`config.mk`:
```
export PLATFORM = sky130hd
export DESIGN_NAME = piso_serializer_flat
export DESIGN_NICKNAME = d
export VERILOG_FILES = /design/src/rtl/piso_pkg.sv /design/src/rtl/piso_serializer_if.sv /design/src/rtl/piso_hold_buf.sv /design/src/rtl/piso_serializer.sv /design/src/flat_wrapper.sv
export SDC_FILE = /design/constraint.sdc
export NUM_CORES = 1
export LEC_CHECK = 0
export CELL_PAD_IN_SITES_DETAIL_PLACEMENT = 1
export CELL_PAD_IN_SITES_GLOBAL_PLACEMENT = 2
export CORE_ASPECT_RATIO = 1.1
export CORE_MARGIN = 2
export CORE_UTILIZATION = 31
export DETAILED_ROUTE_END_ITERATION = 16
export PLACE_DENSITY = 0.88
export SYNTH_ARGS = -nofsm -noshare
export SYNTH_HDL_FRONTEND = slang
export SYNTH_SLANG_ARGS = --single-unit
```
`constraint.sdc`:
```
create_clock -name clk -period 2.3 [get_ports clk]
set_input_delay 0.46 -clock clk [delete_from_list [all_inputs] [get_ports clk]]
set_output_delay 0.46 -clock clk [all_outputs]
set_load 0.05 [all_outputs]
```
`src/rtl/piso_pkg.sv`:
```
// ---------------------------------------------------------------------------
// piso_pkg
// Shared definitions for the parallel-in/serial-out serializer slice.
//
// Contents:
//   ORDER_MSB_FIRST / ORDER_LSB_FIRST  bit-order selector values for MSB_FIRST
//   bitcnt_w(width)                     width of a counter holding 0..width
//   emit_e                              what the shifter does on a given edge
// ---------------------------------------------------------------------------
package piso_pkg;

  localparam int ORDER_MSB_FIRST = 1;
  localparam int ORDER_LSB_FIRST = 0;

  // Enough bits to count from 0 up to and including width.
  function automatic int bitcnt_w(input int width);
    return $clog2(width + 1);
  endfunction

  // Per-edge shifter action. EMIT_HOLD covers edges without shift_en, where
  // the line and the shifter keep their values.
  typedef enum logic [1:0] {
    EMIT_HOLD  = 2'd0,
    EMIT_SHIFT = 2'd1,
    EMIT_LOAD  = 2'd2,
    EMIT_IDLE  = 2'd3
  } emit_e;

endpackage

```
`src/rtl/piso_serializer_if.sv`:
```
// ---------------------------------------------------------------------------
// piso_serializer_if
// Valid/ready load interface between a parallel word source and the
// serializer.
//
// Signals:
//   in_valid  source -> serializer  in_data holds a word
//   in_ready  serializer -> source  holding buffer can take a word
//   in_data   source -> serializer  parallel word, WIDTH bits
//
// Modports:
//   master  word source side
//   slave   serializer side
// ---------------------------------------------------------------------------
interface piso_serializer_if
  import piso_pkg::*;
#(
  parameter int WIDTH = 8
);

  logic             in_valid;
  logic             in_ready;
  logic [WIDTH-1:0] in_data;

  modport master (
    output in_valid,
    output in_data,
    input  in_ready
  );

  modport slave (
    input  in_valid,
    input  in_data,
    output in_ready
  );

endinterface

```
`src/rtl/piso_hold_buf.sv`:
```
// ---------------------------------------------------------------------------
// piso_hold_buf
// One-entry valid/ready holding register in front of the shifter. A word is
// captured whenever the entry is empty and in_valid is high; the shifter
// empties it with drain when it starts a new frame.
//
// Ports:
//   clk        system clock, rising edge
//   reset      synchronous active-high reset
//   clear      synchronous flush (same effect as reset)
//   in_valid   in_data holds a word
//   in_ready   entry is empty (registered, no path from in_valid)
//   in_data    parallel word
//   drain      shifter takes the stored word this edge
//   hold_full  entry holds a word
//   hold_data  stored word
// ---------------------------------------------------------------------------
module piso_hold_buf
  import piso_pkg::*;
#(
  parameter int WIDTH = 8
) (
  input  logic             clk,
  input  logic             reset,
  input  logic             clear,
  input  logic             in_valid,
  output logic             in_ready,
  input  logic [WIDTH-1:0] in_data,
  input  logic             drain,
  output logic             hold_full,
  output logic [WIDTH-1:0] hold_data
);

  logic accept;

  // Accept needs an empty entry and drain needs a full one, so the two can
  // never happen on the same edge and need no priority between them.
  assign accept   = in_valid && !hold_full;
  assign in_ready = !hold_full;

  always_ff @(posedge clk) begin
    if (reset || clear) begin
      hold_full <= 1'b0;
      hold_data <= '0;
    end else begin
      if (drain) begin
        hold_full <= 1'b0;
      end
      if (accept) begin
        hold_full <= 1'b1;
        hold_data <= in_data;
      end
    end
  end

endmodule

```
`src/rtl/piso_serializer.sv`:
```
// ---------------------------------------------------------------------------
// piso_serializer
// Parametrised parallel-in/serial-out serializer. Words arrive over a
// valid/ready interface into a one-entry holding buffer, so the next frame
// can be queued while the current one shifts out and frames run back-to-back
// without idle bits. One bit leaves per clock edge with shift_en high.
//
// Parameters:
//   WIDTH       bits per frame, 1..64
//   MSB_FIRST   ORDER_MSB_FIRST emits bit WIDTH-1 first, ORDER_LSB_FIRST bit 0
//   IDLE_LEVEL  line level when no frame bit is being emitted
//
// Ports:
//   clk          system clock, rising edge
//   reset        synchronous active-high reset
//   abort        synchronous flush of the current frame and the held word
//   shift_en     bit-rate enable
//   in_if        load interface (slave modport): in_valid/in_ready/in_data
//   serial_out   registered serial data
//   frame_start  1-cycle strobe with the first bit of a frame
//   done         1-cycle strobe with the last bit of a frame
//   busy         a frame is in progress or a word is held
// ---------------------------------------------------------------------------
module piso_serializer
  import piso_pkg::*;
#(
  parameter int WIDTH      = 8,
  parameter int MSB_FIRST  = ORDER_MSB_FIRST,
  parameter bit IDLE_LEVEL = 1'b0
) (
  input  logic               clk,
  input  logic               reset,
  input  logic               abort,
  input  logic               shift_en,
  piso_serializer_if.slave   in_if,
  output logic               serial_out,
  output logic               frame_start,
  output logic               done,
  output logic               busy
);

  localparam int CNT_W = bitcnt_w(WIDTH);

  logic [WIDTH-1:0] shreg;
  logic [CNT_W-1:0] bits_left;

  logic [WIDTH-1:0] shreg_d;
  logic [CNT_W-1:0] bits_left_d;
  logic             serial_d;
  logic             frame_start_d;
  logic             done_d;

  logic             hold_full;
  logic [WIDTH-1:0] hold_data;
  logic             drain;
  emit_e            action;

  // Bit that leaves the word first under the configured order.
  function automatic logic first_bit(input logic [WIDTH-1:0] v);
    if (MSB_FIRST != ORDER_LSB_FIRST) begin
      return v[WIDTH-1];
    end
    return v[0];
  endfunction

  // Move the next bit into the emitting end, zero-filling behind it. For
  // WIDTH=1 this always yields zero, which is harmless as bits_left is 0.
  function automatic logic [WIDTH-1:0] shift_one(input logic [WIDTH-1:0] v);
    if (MSB_FIRST != ORDER_LSB_FIRST) begin
      return v << 1;
    end
    return v >> 1;
  endfunction

  piso_hold_buf #(
    .WIDTH (WIDTH)
  ) u_hold_buf (
    .clk       (clk),
    .reset     (reset),
    .clear     (abort),
    .in_valid  (in_if.in_valid),
    .in_ready  (in_if.in_ready),
    .in_data   (in_if.in_data),
    .drain     (drain),
    .hold_full (hold_full),
    .hold_data (hold_data)
  );

  // A frame still shifting always wins over the held word; the held word is
  // loaded on the very edge the shifter runs dry, which is what removes the
  // gap between frames. The loaded word's first bit goes straight to the
  // line, so the shifter only keeps the remaining WIDTH-1 bits.
  always_comb begin
    action        = EMIT_HOLD;
    shreg_d       = shreg;
    bits_left_d   = bits_left;
    serial_d      = serial_out;
    frame_start_d = 1'b0;
    done_d        = 1'b0;
    drain         = 1'b0;

    if (shift_en) begin
      if (bits_left != '0) begin
        action = EMIT_SHIFT;
      end else if (hold_full) begin
        action = EMIT_LOAD;
      end else begin
        action = EMIT_IDLE;
      end
    end

    case (action)
      EMIT_SHIFT: begin
        serial_d    = first_bit(shreg);
        shreg_d     = shift_one(shreg);
        bits_left_d = bits_left - CNT_W'(1);
        done_d      = (bits_left == CNT_W'(1));
      end
      EMIT_LOAD: begin
        serial_d      = first_bit(hold_data);
        shreg_d       = shift_one(hold_data);
        bits_left_d   = CNT_W'(WIDTH - 1);
        frame_start_d = 1'b1;
        done_d        = (WIDTH == 1);
        drain         = 1'b1;
      end
      EMIT_IDLE: begin
        serial_d = IDLE_LEVEL;
      end
      default: begin
      end
    endcase
  end

  // Abort is a soft reset of the datapath; the holding buffer is flushed by
  // the same signal through its clear input.
  always_ff @(posedge clk) begin
    if (reset || abort) begin
      shreg       <= '0;
      bits_left   <= '0;
      serial_out  <= IDLE_LEVEL;
      frame_start <= 1'b0;
      done        <= 1'b0;
    end else begin
      shreg       <= shreg_d;
      bits_left   <= bits_left_d;
      serial_out  <= serial_d;
      frame_start <= frame_start_d;
      done        <= done_d;
    end
  end

  assign busy = (bits_left != '0) || hold_full;

endmodule
```
`src/flat_wrapper.sv`:
```
// flat-port wrapper written by rule: the top's interface ports become plain ports
module piso_serializer_flat import piso_pkg::*;
#(
  parameter int WIDTH      = 8,
  parameter int MSB_FIRST  = ORDER_MSB_FIRST,
  parameter bit IDLE_LEVEL = 1'b0
)
  (clk, reset, abort, shift_en, serial_out, frame_start, done, busy, in_if_in_valid, in_if_in_data, in_if_in_ready);
  piso_serializer_if #(.WIDTH(WIDTH)) in_if_i ();
  input  logic clk;
  input  logic reset;
  input  logic abort;
  input  logic shift_en;
  output logic serial_out;
  output logic frame_start;
  output logic done;
  output logic busy;
  input wire logic [$bits(in_if_i.in_valid)-1:0] in_if_in_valid;
  input wire logic [$bits(in_if_i.in_data)-1:0] in_if_in_data;
  output wire logic [$bits(in_if_i.in_ready)-1:0] in_if_in_ready;
  assign in_if_i.in_valid = in_if_in_valid;
  assign in_if_i.in_data = in_if_in_data;
  assign in_if_in_ready = in_if_i.in_ready;
  piso_serializer #(.WIDTH(WIDTH), .MSB_FIRST(MSB_FIRST), .IDLE_LEVEL(IDLE_LEVEL)) u_core (.clk(clk), .reset(reset), .abort(abort), .shift_en(shift_en), .in_if(in_if_i), .serial_out(serial_out), .frame_start(frame_start), .done(done), .busy(busy));
endmodule
```
==> metrics.txt, run 1 <==
critical-path maximum fanout=8; Clock Pin Slew Worst Setup and Hold Paths=between 0.1 and 0.15 ns; Startpoint Class=flip-flop; VDD IR-drop max=~0.21 mV; Hold Path Cell Cnt=2; placed cells=approximately 190; clock root cell=clkbuf_4; Remaining DRCs=0; post-route insts no fill=~190; Starting DRT DRC Count=11; Routed WL=2210 um; vias per inst=4.54; sequential share of the synthesized area=0.427; Lkg Pwr=0.555 nW; crit share post-route=0.905; Slowest-stage cell, CP=nor4bb_1; fmax=just under 500 MHz; Starting Density=0.324; Port-buffer cells=17; CTS tree=done; Chip Height=~66 um; total number of vias=around 860; HP Start=u_core.u_hold_buf.hold_data[6]$_SDFFE_PP0P_; post-synthesis cell type count=25; Wirelength per Cell=11.7 um; placeable core area=0.00333 mm^2; Hold Path Sink=u_core.u_hold_buf.hold_data[6]$_SDFFE_PP0P_; most common flop cell mapped by yosys=dfxtp_1; fraction of registers with async set/reset=0; synthesis-to-layout area growth=26.6%; largest area contributor in the netlist=dfxtp_1; worst path required time=2.51 ns; antenna violations before repair=0; Final GP Congestion=0.686; num ports=18; Critical Path AT=around 2.3 ns; multiplexer area fraction after synthesis=0.128; hpwl dp=approximately 1700 um; drt first pass iters=2; largest family of logic cells by synthesized area=simple AND/OR/NAND/NOR gates; PD cells=around 650 mW/mm^2; Rel. slew slack=0.670; # clock sinks=23; largest net degree at the start of global routing=24; share of layout cells above drive strength 1=0.113; CP peak stage delay=between 0.4 and 0.5 ns; endpoints failing hold=0; CTS buffer count=3; number of synthesized flops with an enable pin=0; CTS max path bufs=2; Placed Area=0.00134 mm^2; critical setup path kind=reg2reg; H-tree depth=1; Final Skew=around 0.0081 ns; antenna viol nets, final=0; Mapped Cells=between 100 and 150; syn avg cell area=9.06 um^2; hold_buf cts=0; Clock Latency Late Sink=approximately 0.32 ns; XOR/XNOR Fraction of Synth Area=0; Die Width=~60 um; leading cell type in the layout, fill and taps excluded=dfxtp_1; Worst Path Buf+Inv=2; RR Endpoint=u_core.bits_left[2]$_SDFFE_PP0P_; FF-to-FF path depth=7; Critical Path Sink Type=flip-flop; synth top area cells=dfxtp_1, ha_1, mux2i_1; global-route wire length before repair=3710 um; Final nets=between 150 and 200; vias in the first global route=889; commonest non-fill, non-tap cells in the layout=dfxtp_1, nand2_1, clkdlybuf4s50_1; outcome=complete, no violations; overall routing resource usage=0.128; syn nets=roughly 140; min cycle time layout=approximately 2.1 ns; FF-to-FF Start=u_core.bits_left[0]$_SDFFE_PP0P_; Final Cell Area=approximately 0.0014 mm^2; CP delay by family, top=adder cells; total number of yosys warnings=0; Rows=22; Synth Area in Compound Gates=0.0870; Worst-Margin Slew=between 0.4 and 0.5 ns; max-slew violation count=0; die area=approximately 0.004 mm^2; flop2flop setup slack=0.22 ns; HP Class=reg2reg; total power=~0.89 mW; Post-Synth Simple-Gate Area=0.224; GR Overflow Total=0; RSZ-0062 raised after global routing=yes; top cell type's share of synthesized area=0.427; sequence of cells on the critical path=inv_1 -> ha_1 -> a31oi_1 -> inv_1 -> ha_1 -> nor4bb_1 -> nor3_2; final setup violation count=0; Seq cells post-synth=23; Synth Area in Adders=0.0812; total of max-cap violations=0; Antenna diodes=0; Post-Syn Area=around 0.0011 mm^2
==> through the flow <==
step | setup TNS [ns] | hold WS, ns | worst slack, ns | util
floorplan | 0 | 0.434 | 0.387 | -
global placement | -0.173 | 0.449 | -0.0398 | 0.401
detailed placement | -0.806 | 0.455 | -0.129 | 0.401
CTS | 0 | 0.474 | 0.174 | 0.409
global route | -0.00658 | 0.488 | -0.00658 | 0.410
finish | 0 | 0.474 | 0.219 | 0.410
==> registers in the layout, summed over array words and instances, names as in the netlist <==
register / flops
u_core.bits_left: 4
u_core.done: 1
u_core.frame_start: 1
u_core.serial_out: 1
u_core.shreg: 7
u_core.u_hold_buf.hold_data: 8
u_core.u_hold_buf.hold_full: 1
==> cell type report <==
type                    instances  area [um^2]
clock buffers                   3         22.5
clock inverters                 1         5.00
fillers                       395         1970
inverters                       7         26.3
multi-input cells              82          563
flip-flops and latches         23          460
well taps                      48         60.1
repair buffers                 25          228
==> power breakdown <==
part	internal, mW	switching (mW)	leakage (nW)
clock	0.0652	0.125	0.0177
sequential	0.415	0.0125	0.187
combinational	0.133	0.141	0.351
==> worst register-to-register path, stage by stage, from the launching register on <==
cell	delay, ns
dfxtp_1	0.37
inv_1	0.09
ha_1	0.26
a31oi_1	0.23
inv_1	0.11
ha_1	0.41
nor4bb_1	0.42
nor3_2	0.08
==> cell families (layout without fill, tap and decap cells) <==
logic type | Yosys count | after routing
AO/OA/AOI/OAI | 16 | 16
adder cells (fa/ha/maj) | 7 | 7
AND/OR/NAND/NOR | 46 | 46
buffers and inverters | 14 | 36
multiplexers | 13 | 13
flip-flops | 23 | 23
==> synthesized netlist by cell type, drive strengths merged (2+ instances only) <==
master  instances
a211oi          3
nor2b           3
dfxtp          23
nor3            4
nor2           11
clkbuf          2
mux2i           7
a21oi          11
nand2          18
mux2            6
nand3           2
nor3b           2
buf             5
inv             7
ha              7
==> worst max-delay path by stage <==
stage	slack, ns	cells past startpoint	start	to
6_report	0.22	7	u_core.bits_left[0]$_SDFFE_PP0P_	u_core.bits_left[2]$_SDFFE_PP0P_
3_5_place_dp	-0.13	8	shift_en	u_core.shreg[3]$_SDFFE_PP0P_
4_1_cts	0.17	8	u_core.bits_left[0]$_SDFFE_PP0P_	u_core.shreg[3]$_SDFFE_PP0P_
2_1_floorplan	0.39	8	u_core.bits_left[0]$_SDFFE_PP0P_	u_core.shreg[2]$_SDFFE_PP0P_
3_3_place_gp	-0.04	8	shift_en	u_core.shreg[5]$_SDFFE_PP0P_
5_1_grt	-0.007	7	u_core.bits_left[0]$_SDFFE_PP0P_	u_core.bits_left[2]$_SDFFE_PP0P_
==> repair_timing <==
action,4_1_cts,5_1_grt
resized for setup,0,1
setup endpoints to repair,0,5
setup buffers,0,0
endpoints found under the hold margin,0,0
==> metal layers <==
| layer | vias to the layer above | GRT usage | wire length [um] |
|---|---|---|---|
| li1 | 437 | - | - |
| met3 | 4 | 0.0294 | 90 |
| met5 | - | 0 | 0 |
| met1 | 401 | 0.140 | 1000 |
| met4 | 0 | 0.0750 | 53 |
| met2 | 17 | 0.219 | 1060 |
Note: power is estimated with default switching activity, not from simulation.
==> run 2: changes to the inputs <==
--- a/config.mk
+++ b/config.mk
@@ -11,7 +11,9 @@
 export CORE_MARGIN = 2
 export CORE_UTILIZATION = 31
 export DETAILED_ROUTE_END_ITERATION = 16
+export GPL_ROUTABILITY_DRIVEN = 0
 export PLACE_DENSITY = 0.88
 export SYNTH_ARGS = -nofsm -noshare
 export SYNTH_HDL_FRONTEND = slang
 export SYNTH_SLANG_ARGS = --single-unit
+export TNS_END_PERCENT = 5
==> results of run 2 <==
No change in the layout: final DEF, timing and power equal those of run 1.
==> run 3: changes to the inputs <==
--- a/config.mk
+++ b/config.mk
@@ -5,14 +5,12 @@
 export SDC_FILE = /design/constraint.sdc
 export NUM_CORES = 1
 export LEC_CHECK = 0
-export CELL_PAD_IN_SITES_DETAIL_PLACEMENT = 1
-export CELL_PAD_IN_SITES_GLOBAL_PLACEMENT = 2
 export CORE_ASPECT_RATIO = 1.1
 export CORE_MARGIN = 2
-export CORE_UTILIZATION = 31
+export CORE_UTILIZATION = 40
 export DETAILED_ROUTE_END_ITERATION = 16
 export GPL_ROUTABILITY_DRIVEN = 0
-export PLACE_DENSITY = 0.88
+export PLACE_DENSITY = 0.74
 export SYNTH_ARGS = -nofsm -noshare
 export SYNTH_HDL_FRONTEND = slang
 export SYNTH_SLANG_ARGS = --single-unit
==> constraint.sdc (replaced) <==
create_clock -name clk -period 2.1 [get_ports clk]
set_input_delay 0.42 -clock clk [delete_from_list [all_inputs] [get_ports clk]]
set_output_delay 0.42 -clock clk [all_outputs]
set_load 0.05 [all_outputs]
==> run 3 against run 2 <==
Effect of this change: first-iteration DRC count shrank 18%; die area shrank 21%; clock skew shrank 0.0043 ns; worst setup slack lost 0.11 ns; wire length grew 2.8%; utilization grew 16 points; via count grew 2.3%; final area grew 5.4%; critical path type is now reg2out; power grew 17%.
==> metrics.txt, run 3 (synthesis results as in run 1) <==
outcome=complete, no violations; VDD IR-drop max=0.315 mV (+51%); crit share post-route=0.950; total of max-cap violations=0 (unchanged); internal power=0.721 mW (+18%); final core occ=0.571 (+0.161); Routed WL=2270 um (+2.8%); Rel. slew slack=0.672 (+0.00216); PD cells=722 mW/mm^2 (+11%); Wirelength per Cell=12.7 um (+9.1%); Final Cell Area=0.00144 mm^2 (+5.4%); number of flip-flops in the largest register=8 (unchanged); overall routing resource usage=0.159 (+0.0310); min cycle time layout=2.00 ns; Psw=0.318 mW (+14%); CTS tree=done; part of the power in registers=0.450 (-0.029); hpwl dp=1670 um (-2.1%); drt first pass iters=3 (+1); num ports=18 (unchanged); CP peak stage delay=0.80 ns (+0.38 ns); critical setup path kind=reg2out; antenna violations before repair=0 (unchanged); GR Overflow Total=0 (unchanged); Starting Density=0.428 (+0.104); Antenna diodes=0 (unchanged); clock root cell=clkbuf_4; Top reg by flops=u_core.u_hold_buf.hold_data; CTS buffer count=3 (unchanged); leading cell type in the layout, fill and taps excluded=dfxtp_1; share of layout cells above drive strength 1=0.170 (+0.0566); Startpoint Class=flip-flop; Final Skew=0.00374 ns (-0.00431 ns); vias in the first global route=873 (-1.8%); H-tree depth=1 (unchanged); CP delay by family, top=buffers and inverters; Rows=19 (-14%); combinational power share=0.353 (+0.046); Worst-Margin Slew=0.490 ns (-0.00323 ns); max-slew violation count=0 (unchanged); Lkg Pwr=0.592 nW (+6.7%); fmax=~500 MHz; Post CTS Setup Buffer Count=0 (unchanged); sequence of cells on the critical path=inv_1 -> clkdlybuf4s50_1; Starting DRT DRC Count=9 (-2); vias per inst=4.94 (+8.7%); Chip Height=58.5 um (-11%); HP Class=reg2reg; Port-buffer cells=17 (unchanged); Switching Share=0.306 (-0.00688); worst path required time=1.68 ns (-0.83 ns); commonest non-fill, non-tap cells in the layout=dfxtp_1, nand2_1, clkdlybuf4s50_1; antenna viol nets, final=0 (unchanged); endpoints failing hold=0 (unchanged); Clock power frac=0.197 (-0.017); Clock Pin Slew Worst Setup and Hold Paths=0.13 ns (about the same); Critical Path Sink Type=output pin; largest net degree at the start of global routing=24 (unchanged); biggest regs=u_core.u_hold_buf.hold_data: 8 flops, u_core.shreg: 7 flops, u_core.bits_left: 4 flops; Remaining DRCs=0 (unchanged); Final nets=168 (+3.7%); Critical Path AT=1.58 ns (-0.71 ns); placeable core area=0.00252 mm^2 (-24%); Clock Latency Late Sink=0.31 ns (about the same); Die Width=53.5 um (-11%); critical-path maximum fanout=5 (-3); die area=0.00313 mm^2 (-21%); Slowest-stage cell, CP=clkdlybuf4s50_1; CTS max path bufs=2 (unchanged); Worst Path Buf+Inv=2 (unchanged); total power=1.04 mW (+17%); final setup violation count=0 (unchanged); # clock sinks=23 (unchanged); synthesis-to-layout area growth=33.4%; Placed Area=0.00138 mm^2 (+3.7%); global-route wire length before repair=3660 um (-1.5%); total number of vias=879 (+2.3%)
-- run 3: cell types whose count changed in the layout (fill, tap and decap cells not counted), sizes merged --
cell,before,now
buf,9,15
-- run 3: area by class of cell --
type	instances	area, um^2
Fill cell	238	1080
Inverter	7	26.3
Clock buffer	3	22.5
Timing Repair Buffer	31	298
Clock inverter	1	5.00
Sequential cell	23	460
Tap cell	31	38.8
Multi-Input combinational cell	82	588
-- run 3: path summary, 6_finish.rpt --
check             depth (start not counted)                                   startpoint  slack [ns]                                     endpoint
hold / removal                            2  u_core.u_hold_buf.hold_data[1]$_SDFFE_PP0P_        0.46  u_core.u_hold_buf.hold_data[1]$_SDFFE_PP0P_
setup / recovery                          2     u_core.u_hold_buf.hold_full$_SDFFE_PP0P_        0.10                               in_if_in_ready
hold reg to reg                           2  u_core.u_hold_buf.hold_data[1]$_SDFFE_PP0P_        0.46  u_core.u_hold_buf.hold_data[1]$_SDFFE_PP0P_
setup reg to reg                          8             u_core.bits_left[0]$_SDFFE_PP0P_        0.15                 u_core.shreg[4]$_SDFFE_PP0P_
-- run 3: through the flow --
stage / setup WS [ns] / setup TNS, ns / hold slack [ns] / instances
after global placement: -0.123 / -0.827 / 0.446 / 174
final: 0.104 / 0 / 0.463 / 178
after CTS: 0.0495 / 0 / 0.465 / 178
after detailed placement: -0.210 / -1.56 / 0.448 / 174
after floorplan: 0.187 / 0 / 0.434 / 119
after global routing: -0.00523 / -0.00523 / 0.487 / 178
-- run 3: metal layers --
metal / global-route usage / part of all wire / up-vias
li1: - / - / 454
met1: 0.182 / 0.42 / 408
met2: 0.287 / 0.54 / 13
met3: 0.0228 / 0.027 / 4
met4: 0.0659 / 0.014 / 0
met5: 0 / 0 / -
-- run 3: worst reg2reg max path, cell delays in order (launching register included) --
cell and delay [ns]:
dfxtp_1 0.38, inv_1 0.07, ha_1 0.23, a31oi_2 0.21, inv_1 0.13, ha_2 0.28
mux2_1 0.34, mux2i_1 0.13, nor2_1 0.06
-- run 3: power groups by stage --
stage	clock [mW]	sequential (mW)	combinational (mW)
2_1_floorplan	0	0.483	0.190
3_3_place_gp	0	0.476	0.337
3_5_place_dp	0	0.478	0.345
4_1_cts	0.215	0.468	0.346
5_1_grt	0.231	0.470	0.396
6_report	0.205	0.468	0.366
-- run 3: timing repair --
action	CTS	global route
endpoints found under the setup margin	0	11
hold buffers	0	0
gates resized for setup	0	5
==> RTL change 1 (config.mk and constraints of run 2) <==
`IDLE_LEVEL` is set to 1'b0 in 2 places; all go to 1'b1.
--- a/src/rtl/piso_serializer.sv
+++ b/src/rtl/piso_serializer.sv
@@ -27,5 +27,5 @@
   parameter int WIDTH      = 8,
   parameter int MSB_FIRST  = ORDER_MSB_FIRST,
-  parameter bit IDLE_LEVEL = 1'b0
+  parameter bit IDLE_LEVEL = 1'b1
 ) (
   input  logic               clk,
--- a/src/flat_wrapper.sv
+++ b/src/flat_wrapper.sv
@@ -4,5 +4,5 @@
   parameter int WIDTH      = 8,
   parameter int MSB_FIRST  = ORDER_MSB_FIRST,
-  parameter bit IDLE_LEVEL = 1'b0
+  parameter bit IDLE_LEVEL = 1'b1
 )
   (clk, reset, abort, shift_en, serial_out, frame_start, done, busy, in_if_in_valid, in_if_in_data, in_if_in_ready);
Function: changed (a bounded check fails within 4 cycles, from zero or initial values).
==> RTL change 1 against run 2 <==
- die area down 0.66%
- area after synthesis down 0.70%
- sequential cell count unchanged
- power down 1.1%
- final area down 3.0%
- critical path depth down 5
- clock skew up 8.3 ps
- wire length up 2.1%
- hold slack worse by 9.8 ps
- non-clock buffer count down 2
- setup slack better by 20 ps
- final cell count down 1.6%
==> RTL change 1: results (changes against run 2) <==
- R2R cell count: 8 (+1)
- Post-synthesis mux area share: 12.85% (+0.089 points)
- DP HPWL: 1781 um (+4.5%)
- CP startpoint: u_core.u_hold_buf.hold_full$_SDFFE_PP0P_
- Adder-Cell Fraction of Synth Area: 8.178% (+0.057 points)
- Vias after detailed routing: 853 (-0.70%)
- Run status: finished clean
- Critical path class: reg2out
- FF-to-FF setup slack: 290 ps (+70 ps)
- Worst-margin pin slew: 798.2 ps (+304.7 ps)
- Synth cell count leaders: dfxtp_1, nand2_1, nor2_1
- CP top delay family: buffers and inverters
- Commonest register cell after synthesis: dfxtp_1
- Worst slack, placed: -43.09 ps (+85.52 ps)
- Sequential share of the synthesized area: 42.99% (+0.30 points)
- Min-delay src: u_core.u_hold_buf.hold_data[2]$_SDFFE_PP0P_
- Max Clk Rate: 485.1 MHz (+0.98%)
- Avg WL per Cell: 12.12 um (+3.7%)
- Worst-path fanout max: 4 (-4)
- Drt first pass iters: 3 (+1)
- Worst path max stage delay: 810 ps (+390 ps)
- First-pass GRT wire length: 4029 um (+8.5%)
- GRT Util Overall: 13.29% (+0.52 points)
- Final Skew: 16.37 ps (+8.315 ps)
- CP arrival: 1600 ps (-690 ps)
- Avg Cell Area, Syn: 9.077 um2 (+0.15%)
- End of the critical path: in_if_in_ready
- Vias in the first global route: 906 (+1.9%)
- Hold WS: 463.9 ps (-9.812 ps)
- Syn Nets: 138 (-0.72%)
- Initial DRC count: 20 (+9)
- Largest cells by area after synthesis: dfxtp_1, ha_1, nand2_1
- Hold Path End: u_core.u_hold_buf.hold_data[2]$_SDFFE_PP0P_
- Yosys cell types: 28 (+12%)
- RR Endpoint: u_core.shreg[4]$_SDFFE_PP0P_
- Placed insts: 182 (-1.6%)
- Fraction of layout cells with a size suffix above 1: 14.49% (+3.1 points)
- Leak: 0.5309 nW (-4.4%)
[RTL change 1: per-layer routing]
metal | vias up | global-route usage [%] | wire [um]
li1 | 435 | - | -
met1 | 404 | 15.87 | 1000
met2 | 12 | 23.51 | 1163
met3 | 2 | 2.953 | 76
met4 | 0 | 3.333 | 14
met5 | - | 0 | 0
[RTL change 1: final cells by class]
cell class / count / share of cell area (%)
Sequential cell: 23 / 34.78
Clock buffer: 3 / 1.701
Timing Repair Buffer: 23 / 16.07
Multi-Input combinational cell: 83 / 41.12
Tap cell: 48 / 4.537
Inverter: 5 / 1.418
Clock inverter: 1 / 0.3781
[RTL change 1: power groups by stage]
stage	registers, W	logic, W	clock network [W]
final	0.000428	0.000266	0.000188
after global routing	0.000431	0.000295	0.000217
after CTS	0.000428	0.000267	0.000195
after detailed placement	0.000437	0.000266	0
after global placement	0.000436	0.000254	0
after floorplan	0.000441	0.000174	0
==> RTL change 2 (settings of run 2) <==
Made on the original files. `WIDTH` is set to 8 in 4 places; all go to 6.
--- a/src/rtl/piso_serializer_if.sv
+++ b/src/rtl/piso_serializer_if.sv
@@ -16,5 +16,5 @@
   import piso_pkg::*;
 #(
-  parameter int WIDTH = 8
+  parameter int WIDTH = 6
 );
 
--- a/src/rtl/piso_hold_buf.sv
+++ b/src/rtl/piso_hold_buf.sv
@@ -19,5 +19,5 @@
   import piso_pkg::*;
 #(
-  parameter int WIDTH = 8
+  parameter int WIDTH = 6
 ) (
   input  logic             clk,
--- a/src/rtl/piso_serializer.sv
+++ b/src/rtl/piso_serializer.sv
@@ -25,5 +25,5 @@
   import piso_pkg::*;
 #(
-  parameter int WIDTH      = 8,
+  parameter int WIDTH      = 6,
   parameter int MSB_FIRST  = ORDER_MSB_FIRST,
   parameter bit IDLE_LEVEL = 1'b0
--- a/src/flat_wrapper.sv
+++ b/src/flat_wrapper.sv
@@ -2,5 +2,5 @@
 module piso_serializer_flat import piso_pkg::*;
 #(
-  parameter int WIDTH      = 8,
+  parameter int WIDTH      = 6,
   parameter int MSB_FIRST  = ORDER_MSB_FIRST,
   parameter bit IDLE_LEVEL = 1'b0
Ports: changed (resized in_if_in_data); port bits go from 18 to 16. No check against the original RTL was run, so the function may have changed too.
==> RTL change 2 against run 2 <==
- setup slack worse by 1.2 ps
- largest cell class unchanged
- sequential cell count down 5
- synthesized cell count shrank 26%
- fmax about the same
- sequential share of layout area grew 0.23 points
- critical path depth rose by 2
- power down 20%
- area after synthesis is 21% lower
- wire length is 25% lower
- first-iteration DRC count decreased by 45%
- final area shrank 22%
==> RTL change 2: results (changes against run 2) <==
- Routed met3 length: 80 um (-11%)
- N_diodes: 0 (unchanged)
- CTS H-tree depth: 1 (unchanged)
- Fraction of layout cells with a size suffix above 1: 12.62% (+1.3 points)
- Routed WL: 1653 um (-25%)
- Final Skew: 8.659 ps (+0.6030 ps)
- NumNets Final: 122 (-25%)
- FFs w/ async S/R, synth: 0% (unchanged)
- Insertion delay to the later sink of the worst-skew pair: 300 ps (-20 ps)
- Clk buf depth: 2 (unchanged)
- GR Layer Usage met1: 12.89% (-1.1 points)
- Avg WL per Cell: 12.15 um (+4.0%)
- Reg clk slew, reported paths: 110 ps (-20 ps)
- Pwr dens: 668.6 nW/um2 (+2.4%)
- VDD IR max: 0.2543 mV (+22%)
- Clock root cell: clkbuf_4
- Worst Hold Class: reg2reg
- Antenna violations before repair: 0 (unchanged)
- Biggest registers after layout: u_core.u_hold_buf.hold_data: 6 flops, u_core.shreg: 5 flops, u_core.bits_left: 3 flops
- Largest cells by area after synthesis: dfxtp_1, mux2i_1, ha_1
- Initial DRC count: 6 (-5)
- Synth cell count leaders: dfxtp_1, nor2_1, mux2i_1
- CP arrival: 2250 ps (-40 ps)
- Drt first pass iters: 3 (+1)
- Sequential share of the synthesized area: 42.04% (-0.65 points)
- Syn Nets: 106 (-24%)
- Metal1 wirelength: 668 um (-33%)
- Postcts setup bufs: 0 (unchanged)
- Met2 wire length: 866 um (-18%)
- Placed insts: 132 (-29%)
- Leak: 0.4381 nW (-21%)
- Commonest register cell after synthesis: dfxtp_1
- DRT antenna net count: 0 (unchanged)
- Largest net degree at the start of global routing: 19 (-21%)
- GRT Util Overall: 12.48% (-0.29 points)
- First-pass GRT wire length: 2842 um (-23%)
- Vias after detailed routing: 635 (-26%)
- DR top layer: met4
- Vias in the first global route: 696 (-22%)
- Run status: finished clean
- Met3 usage in global routing: 2.525% (-0.41 points)
- Global Route met2 Usage: 22.38% (+0.50 points)
- Avg Cell Area, Syn: 9.739 um2 (+7.5%)
- DP HPWL: 1260 um (-26%)
- Worst-path fanout max: 12 (+4)
- Resized Gates After CTS: 0 (unchanged)
- Fillers: 323 (-18%)
- Worst-margin pin slew: 607.3 ps (+113.9 ps)
- Yosys cell types: 21 (-16%)
- I/O Buffers: 15 (-2)
- Placed Instance Area: 1022 um2 (-23%)
- Worst slack, placed: 9.325 ps (+137.9 ps)
## RTL change 2: cell types whose count changed after synthesis, moves of 2 or more
| cell | delta |
|---|---|
| a21oi_1 | -8 |
| clkbuf_1 | -2 |
| dfxtp_1 | -5 |
| inv_1 | -2 |
| mux2_1 | -6 |
| mux2_2 | +4 |
| mux2i_1 | +3 |
| nand2_1 | -13 |
| nand3_1 | -2 |
| nor2_1 | +3 |
## RTL change 2: critical path, stage by stage (launching register included)
cell and delay, ps:
dfxtp_1 350, inv_1 80, ha_1 250, nor2b_1 160, nand2_1 90, nand2_1 100
ha_1 570, o21ba_2 220, nor2_1 80, nor3_1 50
## RTL change 2: power by group
group	internal, W	switching (W)
Sequential	0.000324	0.00000773
Clock	0.0000965	0.0000997
Combinational	0.0000828	0.0000991
## RTL change 2: final timing paths
check	start	end	slack (ps)	cells past startpoint
hold reg to reg	u_core.shreg[1]$_SDFFE_PP0P_	u_core.shreg[1]$_SDFFE_PP0P_	500	2
setup reg to reg	u_core.bits_left[0]$_SDFFE_PP0P_	u_core.bits_left[2]$_SDFFE_PP0P_	220	9
hold / removal	u_core.shreg[1]$_SDFFE_PP0P_	u_core.shreg[1]$_SDFFE_PP0P_	500	2
setup / recovery	u_core.bits_left[0]$_SDFFE_PP0P_	u_core.bits_left[2]$_SDFFE_PP0P_	220	9
## RTL change 2: cell type report
class | count | share of cell area (%)
multi-input combinational | 60 | 42.33
sequential | 18 | 33.96
timing repair buffer | 16 | 14.62
tap | 33 | 3.892
clock buffer | 4 | 3.420
inverter | 5 | 1.769
## RTL change 2: logic make-up (layout without fill, tap and decap cells)
group	after synthesis	after routing	share of synthesized area, %
compound gates	6	6	4.671
fa+ha+maj	7	7	10.22
buf+inv	10	25	5.840
flops	18	18	42.04
mux	14	14	16.93
simple gates	33	33	20.29
